`src/rtl/seven_seg_scanner_pkg.sv`:
```
// Shared constants and helpers for the seven-segment scanner.
// Segment patterns are packed {g,f,e,d,c,b,a}, with 1 meaning the segment is lit.
package seven_seg_pkg;

  localparam int MAX_DIGITS = 16;

  localparam logic [6:0] SEG_OFF = 7'h00;
  localparam logic [6:0] HEX_0   = 7'h3F;
  localparam logic [6:0] HEX_1   = 7'h06;
  localparam logic [6:0] HEX_2   = 7'h5B;
  localparam logic [6:0] HEX_3   = 7'h4F;
  localparam logic [6:0] HEX_4   = 7'h66;
  localparam logic [6:0] HEX_5   = 7'h6D;
  localparam logic [6:0] HEX_6   = 7'h7D;
  localparam logic [6:0] HEX_7   = 7'h07;
  localparam logic [6:0] HEX_8   = 7'h7F;
  localparam logic [6:0] HEX_9   = 7'h6F;
  localparam logic [6:0] HEX_A   = 7'h77;
  localparam logic [6:0] HEX_B   = 7'h7C;
  localparam logic [6:0] HEX_C   = 7'h39;
  localparam logic [6:0] HEX_D   = 7'h5E;
  localparam logic [6:0] HEX_E   = 7'h79;
  localparam logic [6:0] HEX_F   = 7'h71;

  // Leading-zero mask: walk from the leftmost digit (n-1) toward digit 1 and
  // flag every zero nibble until the first nonzero one. Digit 0 is never flagged
  // so an all-zero value still shows a single "0".
  function automatic logic [MAX_DIGITS-1:0] lz_mask_f(input logic [4*MAX_DIGITS-1:0] d,
                                                      input int n);
    logic [MAX_DIGITS-1:0] m;
    logic                  run;
    m   = '0;
    run = 1'b1;
    for (int k = MAX_DIGITS - 1; k >= 1; k--) begin
      if (k < n) begin
        if (run && (d[4*k +: 4] == 4'h0)) begin
          m[k] = 1'b1;
        end else begin
          run = 1'b0;
        end
      end
    end
    return m;
  endfunction

endpackage

```
`src/rtl/seven_seg_scanner_if.sv`:
```
// Producer-side bus of the scanner: display data, controls and the frame strobe.
interface seven_seg_scanner_if #(
  parameter int NUM_DIGITS = 8
);
  logic [4*NUM_DIGITS-1:0] digits;
  logic [NUM_DIGITS-1:0]   dp_in;
  logic [NUM_DIGITS-1:0]   digit_en;
  logic                    load;
  logic                    lz_suppress;
  logic [3:0]              brightness;
  logic                    frame_done;

  modport master (
    output digits, dp_in, digit_en, load, lz_suppress, brightness,
    input  frame_done
  );

  modport slave (
    input  digits, dp_in, digit_en, load, lz_suppress, brightness,
    output frame_done
  );
endinterface

```
`src/rtl/seven_seg_scanner_hex_to_7seg.sv`:
```
// Combinational hex nibble to seven-segment pattern decoder.
module hex_to_7seg
  import seven_seg_pkg::*;
(
  input  logic [3:0] nibble,
  output logic [6:0] seg
);

  // Table lookup of the standard hex glyphs
  always_comb begin
    seg = SEG_OFF;
    case (nibble)
      4'h0: seg = HEX_0;
      4'h1: seg = HEX_1;
      4'h2: seg = HEX_2;
      4'h3: seg = HEX_3;
      4'h4: seg = HEX_4;
      4'h5: seg = HEX_5;
      4'h6: seg = HEX_6;
      4'h7: seg = HEX_7;
      4'h8: seg = HEX_8;
      4'h9: seg = HEX_9;
      4'hA: seg = HEX_A;
      4'hB: seg = HEX_B;
      4'hC: seg = HEX_C;
      4'hD: seg = HEX_D;
      4'hE: seg = HEX_E;
      4'hF: seg = HEX_F;
      default: seg = SEG_OFF;
    endcase
  end

endmodule

```
`src/rtl/seven_seg_scanner.sv`:
```
// Multiplexed seven-segment scanner for common-cathode digits.
// Scans leftmost digit first, swaps in new data only at frame boundaries,
// and registers segments and selects together at the pins.
module seven_seg_scanner
  import seven_seg_pkg::*;
#(
  parameter int NUM_DIGITS     = 8,
  parameter int REFRESH_BITS   = 16,
  parameter int BLANK_CYCLES   = 64,
  parameter int SEG_ACTIVE_LOW = 0
) (
  input  logic                  clk,
  input  logic                  reset,
  seven_seg_scanner_if.slave    bus,
  output logic [6:0]            seg_out,
  output logic                  dp_out,
  output logic [NUM_DIGITS-1:0] digit_sel
);

  localparam int                      IDX_W    = $clog2(NUM_DIGITS);
  localparam logic [REFRESH_BITS-1:0] SLOT_MAX = '1;
  localparam logic [REFRESH_BITS-1:0] SLOT_PRE = SLOT_MAX - REFRESH_BITS'(1);
  localparam logic [REFRESH_BITS-1:0] BLANK    = REFRESH_BITS'(BLANK_CYCLES);
  localparam logic [IDX_W-1:0]        IDX_TOP  = IDX_W'(NUM_DIGITS - 1);
  localparam logic [6:0]              SEG_RST  = (SEG_ACTIVE_LOW != 0) ? 7'h7F : SEG_OFF;
  localparam logic                    DP_RST   = (SEG_ACTIVE_LOW != 0);

  function automatic logic [6:0] seg_pol(input logic [6:0] s);
    return (SEG_ACTIVE_LOW != 0) ? ~s : s;
  endfunction

  function automatic logic dp_pol(input logic d);
    return (SEG_ACTIVE_LOW != 0) ? ~d : d;
  endfunction

  logic [REFRESH_BITS-1:0]  slot_cnt;
  logic [IDX_W-1:0]         idx;
  logic                     frame_q;
  logic                     slot_wrap;
  logic                     boundary;

  logic [4*NUM_DIGITS-1:0]  staging_dig;
  logic [NUM_DIGITS-1:0]    staging_dp;
  logic                     pending;
  logic [4*NUM_DIGITS-1:0]  shadow_dig;
  logic [NUM_DIGITS-1:0]    shadow_dp;
  logic [NUM_DIGITS-1:0]    lz_mask;
  logic [4*NUM_DIGITS-1:0]  next_dig;
  logic [NUM_DIGITS-1:0]    next_dp;
  logic [4*MAX_DIGITS-1:0]  lz_src;
  logic [MAX_DIGITS-1:0]    lz_full;
  logic                     unused_lz;

  logic [3:0]               nib_sel;
  logic                     dp_sel;
  logic                     supp_sel;
  logic                     en_sel;
  logic                     lit_sel;

  logic                     lit_p0;
  logic [3:0]               nib_p0;
  logic                     dp_p0;
  logic                     supp_p0;
  logic [IDX_W-1:0]         idx_p0;
  logic [6:0]               seg_dec;

  logic                     lit_p1;
  logic [6:0]               seg_p1;
  logic                     dp_p1;
  logic [IDX_W-1:0]         idx_p1;
  logic [NUM_DIGITS-1:0]    sel_nxt;

  assign slot_wrap      = (slot_cnt == SLOT_MAX);
  assign boundary       = slot_wrap && (idx == '0);
  assign bus.frame_done = frame_q;

  // Slot counter, digit index stepping leftmost-first, and the frame strobe
  always_ff @(posedge clk or posedge reset) begin
    if (reset) begin
      slot_cnt <= '0;
      idx      <= IDX_TOP;
      frame_q  <= 1'b0;
    end else begin
      slot_cnt <= slot_cnt + REFRESH_BITS'(1);
      if (slot_wrap) begin
        idx <= (idx == '0) ? IDX_TOP : idx - IDX_W'(1);
      end
      // registered one cycle early so the pulse coincides with the boundary cycle
      frame_q <= (slot_cnt == SLOT_PRE) && (idx == '0);
    end
  end

  // Value the shadow takes at the boundary, and its leading-zero mask
  always_comb begin
    next_dig = pending ? staging_dig : shadow_dig;
    next_dp  = pending ? staging_dp  : shadow_dp;
    lz_src   = '0;
    lz_src[4*NUM_DIGITS-1:0] = next_dig;
    lz_full   = lz_mask_f(lz_src, NUM_DIGITS);
    unused_lz = ^lz_full;
  end

  // Staging captures every load; shadow only changes at a frame boundary
  always_ff @(posedge clk or posedge reset) begin
    if (reset) begin
      staging_dig <= '0;
      staging_dp  <= '0;
      pending     <= 1'b0;
      shadow_dig  <= '0;
      shadow_dp   <= '0;
      lz_mask     <= '0;
    end else begin
      if (bus.load) begin
        staging_dig <= bus.digits;
        staging_dp  <= bus.dp_in;
      end
      if (boundary) begin
        shadow_dig <= next_dig;
        shadow_dp  <= next_dp;
        lz_mask    <= bus.lz_suppress ? lz_full[NUM_DIGITS-1:0] : '0;
      end
      // a load in the boundary cycle stays pending for the following frame
      if (bus.load) begin
        pending <= 1'b1;
      end else if (boundary) begin
        pending <= 1'b0;
      end
    end
  end

  // Select the current digit's data and decide whether this slot cycle is lit
  always_comb begin
    nib_sel  = 4'h0;
    dp_sel   = 1'b0;
    supp_sel = 1'b0;
    en_sel   = 1'b0;
    for (int k = 0; k < NUM_DIGITS; k++) begin
      if (idx == IDX_W'(k)) begin
        nib_sel  = shadow_dig[4*k +: 4];
        dp_sel   = shadow_dp[k];
        supp_sel = lz_mask[k];
        en_sel   = bus.digit_en[k];
      end
    end
    lit_sel = (slot_cnt >= BLANK) &&
              (slot_cnt[REFRESH_BITS-1 -: 4] <= bus.brightness) &&
              en_sel;
  end

  // ---- stage p0: nibble mux / stage p1: decode (lit flags) ----
  // Lit flags are control and must restart dark after reset
  always_ff @(posedge clk or posedge reset) begin
    if (reset) begin
      lit_p0 <= 1'b0;
      lit_p1 <= 1'b0;
    end else begin
      lit_p0 <= lit_sel;
      lit_p1 <= lit_p0;
    end
  end

  hex_to_7seg u_dec (
    .nibble (nib_p0),
    .seg    (seg_dec)
  );

  // Data side of stages p0 and p1; always gated by the lit flags downstream
  always_ff @(posedge clk) begin
    nib_p0  <= nib_sel;
    dp_p0   <= dp_sel;
    supp_p0 <= supp_sel;
    idx_p0  <= idx;
    seg_p1  <= supp_p0 ? SEG_OFF : seg_dec;
    dp_p1   <= dp_p0;
    idx_p1  <= idx_p0;
  end

  // Active-low one-hot select for the digit being shown
  always_comb begin
    sel_nxt = '1;
    for (int k = 0; k < NUM_DIGITS; k++) begin
      if (lit_p1 && (idx_p1 == IDX_W'(k))) begin
        sel_nxt[k] = 1'b0;
      end
    end
  end

  // ---- stage p2: output registers at the pins ----
  // Segments, dp and selects update together; reset darkens them at once
  always_ff @(posedge clk or posedge reset) begin
    if (reset) begin
      seg_out   <= SEG_RST;
      dp_out    <= DP_RST;
      digit_sel <= '1;
    end else begin
      seg_out   <= seg_pol(lit_p1 ? seg_p1 : SEG_OFF);
      dp_out    <= dp_pol(lit_p1 && dp_p1);
      digit_sel <= sel_nxt;
    end
  end

endmodule

```
`src/flat_wrapper.sv`:
```
// flat-port wrapper written by rule: the top's interface ports become plain ports
module seven_seg_scanner_flat import seven_seg_pkg::*;
#(
  parameter int NUM_DIGITS     = 8,
  parameter int REFRESH_BITS   = 16,
  parameter int BLANK_CYCLES   = 64,
  parameter int SEG_ACTIVE_LOW = 0
)
  (clk, reset, seg_out, dp_out, digit_sel, bus_digits, bus_dp_in, bus_digit_en, bus_load, bus_lz_suppress, bus_brightness, bus_frame_done);
  seven_seg_scanner_if #(.NUM_DIGITS(NUM_DIGITS)) bus_i ();
  input  logic clk;
  input  logic reset;
  output logic [6:0] seg_out;
  output logic dp_out;
  output logic [NUM_DIGITS-1:0] digit_sel;
  input wire logic [$bits(bus_i.digits)-1:0] bus_digits;
  input wire logic [$bits(bus_i.dp_in)-1:0] bus_dp_in;
  input wire logic [$bits(bus_i.digit_en)-1:0] bus_digit_en;
  input wire logic [$bits(bus_i.load)-1:0] bus_load;
  input wire logic [$bits(bus_i.lz_suppress)-1:0] bus_lz_suppress;
  input wire logic [$bits(bus_i.brightness)-1:0] bus_brightness;
  output wire logic [$bits(bus_i.frame_done)-1:0] bus_frame_done;
  assign bus_i.digits = bus_digits;
  assign bus_i.dp_in = bus_dp_in;
  assign bus_i.digit_en = bus_digit_en;
  assign bus_i.load = bus_load;
  assign bus_i.lz_suppress = bus_lz_suppress;
  assign bus_i.brightness = bus_brightness;
  assign bus_frame_done = bus_i.frame_done;
  seven_seg_scanner #(.NUM_DIGITS(NUM_DIGITS), .REFRESH_BITS(REFRESH_BITS), .BLANK_CYCLES(BLANK_CYCLES), .SEG_ACTIVE_LOW(SEG_ACTIVE_LOW)) u_core (.clk(clk), .reset(reset), .bus(bus_i), .seg_out(seg_out), .dp_out(dp_out), .digit_sel(digit_sel));
endmodule
```
`config.mk`:
```
export PLATFORM = sky130hd
export DESIGN_NAME = seven_seg_scanner_flat
export DESIGN_NICKNAME = d
export VERILOG_FILES = /design/src/rtl/seven_seg_scanner_pkg.sv /design/src/rtl/seven_seg_scanner_if.sv /design/src/rtl/seven_seg_scanner_hex_to_7seg.sv /design/src/rtl/seven_seg_scanner.sv /design/src/flat_wrapper.sv
export SDC_FILE = /design/constraint.sdc
export NUM_CORES = 1
export LEC_CHECK = 0
export BUFFER_PORTS_ARGS = -buffer_cell sky130_fd_sc_hd__clkbuf_2
export CAP_MARGIN = 20
export CORE_MARGIN = 4
export CORE_UTILIZATION = 53
export DETAILED_ROUTE_END_ITERATION = 16
export HOLD_SLACK_MARGIN = 0.12
export PLACE_DENSITY = 0.76
export RECOVER_POWER = 100
export REMOVE_ABC_BUFFERS = 1
export SETUP_SLACK_MARGIN = 0.1
export SLEW_MARGIN = 30
export SYNTH_ARGS = -nofsm -noshare
export SYNTH_HDL_FRONTEND = slang
export SYNTH_SLANG_ARGS = --single-unit
```
`constraint.sdc`:
```
create_clock -name clk -period 4.2 [get_ports clk]
set_clock_uncertainty 0.2 [all_clocks]
set_input_delay 0.42 -clock clk [delete_from_list [all_inputs] [get_ports clk]]
set_output_delay 0.42 -clock clk [all_outputs]
set_load 0.05 [all_outputs]
```
==> impl_metrics.csv <==
group,metric,value,unit
pwr,swShare,19.4,%
setup_path,critPathArrivalTime,3.08,ns
pwr,p_switching,0.643,mW
placed_design,dp.cells,705,
placed_design,dp_slack,1.54,ns
global_routing,grt_use_total,19.0,%
placed_design,portBuffers,72,
timing,timing.setup.tns,0,ns
logic_synthesis,synth_top_area_share,44.4,%
setup_path,required,4.29,ns
finish,nNetsFinal,694,
setup_path,crit_type,"register to register",
pwr,p_comb_share,4.5,%
finish,finish.utilization,65.2,%
clocking,clk_pin_slew,0.06,ns
logic_synthesis,synth_common_cells,"dfrtp_1 (115), nand2_1 (47), mux2_2 (40), mux2_4 (40), nor2_1 (25)",
clocking,worstSkewPairLatency,0.42,ns
pwr,seqPwrFrac,44.4,%
clocking,clkSinkCount,146,
floorplanning,core.rowCount,40,
floorplanning,initial_utilization,54.0,%
finish,area_growth_syn_to_layout,20.9,%
timing,finalHoldViolations,0,
placed_design,gp_congestion,0.821,
clocking,cts_buffers,17,
routing,drt_iter0_drc,299,
timing,fmax,0.335,GHz
setup_path,start_kind,"register",
hold_path,whs_endpoint,"u_core.idx_p1[0]",
clocking,cts_tree,"yes",
timing,worst_pin_slew,2.21,ns
floorplanning,dieWidth,119,um
global_routing,grt_pass1_wl,21400,um
logic_synthesis,syn_area,0.00648,mm2
finish,fillers,924,
timing,period_needed,2.99,ns
timing,rsz0062_at_grt,"no",
timing,period_share,71.2,%
finish,diodes,0,
finish,fin_area,0.00784,mm2
finish,layout.area.seq,0.00357,mm2
setup_path,cp-end-kind,"register",
status,status,"complete, but fails checks",
floorplanning,core,0.0120,mm2
pwr,clkPwrFrac,51.1,%
setup_path,worstPathMaxFanout,40,
global_routing,grt_pass1_vias,4405,
logic_synthesis,synth.avg_cell_area,12.8,um2
finish,fin_cells,779,
timing,slew_headroom,-47.4,%
routing,num_vias,4218,
floorplanning,ioPinCount,73,
timing,finalSetupViolCount,0,
routing,drcViolationCount,0,
routing,first_pass_iters,5,
routing,wirelength,12300,um
setup_path,r2r_start,"u_core.idx[0]",
routing,routedWlPerCell,15.8,um
placed_design,hpwl,8250,um
pwr,ir_drop,0.335,mV
logic_synthesis,synth_seq_area_share,55.0,%
setup_path,rrSetupSlack,1.21,ns
global_routing,globalRouteOverflowTotal,0,
setup_path,reg2regPathDepth,6,
clocking,root_buffer,"clkbuf_16",
logic_synthesis,yosysWarnings,0,
logic_synthesis,yosys.area.top_type,"dfrtp_1",
hold_path,hold_class,"register to register",
global_routing,antenna_found_initial,0,
pwr,power_leakage,3.60,nW
clocking,cts_buffer_depth,2,
pwr,internal_power,2.67,mW
setup_path,reg2reg_to,"u_core.shadow_dig[6]",
logic_synthesis,yosysMostFrequentCell,"dfrtp_1",
flow_run,maxCapViolations,2,
routing,via_per_inst,5.41,
routing,ant_nets,0,
finish,drive_gt1_share,23.6,%
logic_synthesis,synth-seq-cells,146,
hold_path,min-delay-start,"u_core.idx_p0[0]",
hold_path,whs_path_depth,0,
logic_synthesis,yosys-top-cells-area,"dfrtp_1 (44%), mux2_4 (9.3%), mux2_2 (6.9%)",
global_routing,grt_max_degree,89,
logic_synthesis,syn_inst,508,
logic_synthesis,synth_edf_count,0,
clocking,cts.htree.levels,4,
timing,maxSlewViolCount,131,
floorplanning,die-area,0.0141,mm2
timing,setup_ws,1.21,ns
pwr,power_density,423,mW/mm2
logic_synthesis,synth.distinct_cells,50,
status,violations,"max-capacitance violations, max-slew violations",
placed_design,placed_area,0.00693,mm2
logic_synthesis,yosys_most_used_dff,"dfrtp_1",
floorplanning,die_height,119,um
logic_synthesis,async_reset_ff_share,86.3,%
finish,multi_input_area,0.00258,mm2
[worst max-delay path, cell delays in order (launching register included)]
cell	delay [ns]
dfstp_1	0.61
inv_1	0.12
ha_1	0.37
nor2b_1	0.25
nand4_4	0.12
clkbuf_2	0.77
mux2_1	0.40
[power by group through the flow]
stage,Clock (mW),Combinational (mW),Sequential (mW)
final,1.70,0.149,1.47
after global routing,1.78,0.167,1.48
after CTS,1.73,0.151,1.48
after detailed placement,0,0.120,1.50
after global placement,0,0.115,1.50
after floorplan,0,0.0718,1.49
[stage by stage]
step                hold slack, ns  power [mW]
finish                       0.125        3.32
global route                 0.130        3.43
CTS                          0.126        3.35
detailed placement           0.112        1.62
global placement             0.111        1.61
floorplan                    0.110        1.56
[metal layers]
metal	track usage, %	vias to the layer above	routed length (um)
met4	6.44	0	194
met5	0	-	0
li1	-	2012	-
met2	31.6	100	6150
met1	23.6	2086	5340
met3	5.60	20	641
[flip-flops by register name (all words and copies together) (netlist names)]
signal,cells
u_core.bus.frame_done,1
u_core.digit_sel,8
u_core.dp_out,1
u_core.dp_p0,1
u_core.dp_p1,1
u_core.idx,3
u_core.idx_p0,3
u_core.idx_p1,3
u_core.lit_p0,1
u_core.lit_p1,1
u_core.lz_mask,7
u_core.nib_p0,4
u_core.pending,1
u_core.seg_out,7
u_core.seg_p1,7
u_core.shadow_dig,32
u_core.shadow_dp,8
u_core.slot_cnt,16
u_core.staging_dig,32
u_core.staging_dp,8
u_core.supp_p0,1
[cells in the final DEF (no fill, tap or decap), types with 17 or more instances in the layout]
| master | Yosys | layout |
|---|---|---|
| dfrtp_1 | 115 | 115 |
| mux2_2 | 40 | 40 |
| dfxtp_1 | 20 | 20 |
| nand2_1 | 47 | 47 |
| nor2_1 | 25 | 25 |
| ha_1 | 19 | 19 |
| clkbuf_1 | 13 | 23 |
| mux2_1 | 2 | 41 |
| o21ai_0 | 10 | 17 |
| clkbuf_2 | 0 | 54 |
| clkbuf_16 | 0 | 17 |
| dlygate4sd3_1 | 0 | 42 |
[cells by family after synthesis]
kind of cell	count (synthesis)	synth area share, %
simple gates	141	11.2
buf+inv	40	2.93
xor+xnor	14	1.89
fa+ha+maj	19	3.67
mux	91	19.3
compound gates	57	5.98
flops	146	55.0
[area by class of cell]
class                           count  area share, %
Clock buffer                       22           5.92
Sequential cell                   146           45.5
Inverter                           15          0.766
Tap cell                          147           2.35
Timing Repair Buffer              117           9.87
Multi-Input combinational cell    322           33.0
Clock inverter                     10           2.62
[worst max-delay path by stage]
stage	cells past startpoint	to	from	slack (ns)
after floorplan	1	u_core.bus.frame_done	reset	0.24
after global placement	6	u_core.shadow_dig[29]	u_core.idx[0]	1.62
after detailed placement	6	u_core.shadow_dig[13]	u_core.idx[0]	1.54
after CTS	6	u_core.shadow_dig[6]	u_core.idx[0]	1.53
after global routing	4	u_core.shadow_dig[17]	reset	0.84
final	6	u_core.shadow_dig[6]	u_core.idx[0]	1.21
[what timing repair did]
item,in CTS,in global routing
gates resized for setup,0,0
setup buffers,0,0
endpoints found under the hold margin,116,0
hold buffers,42,0
Power figures use the tool's default switching activity.
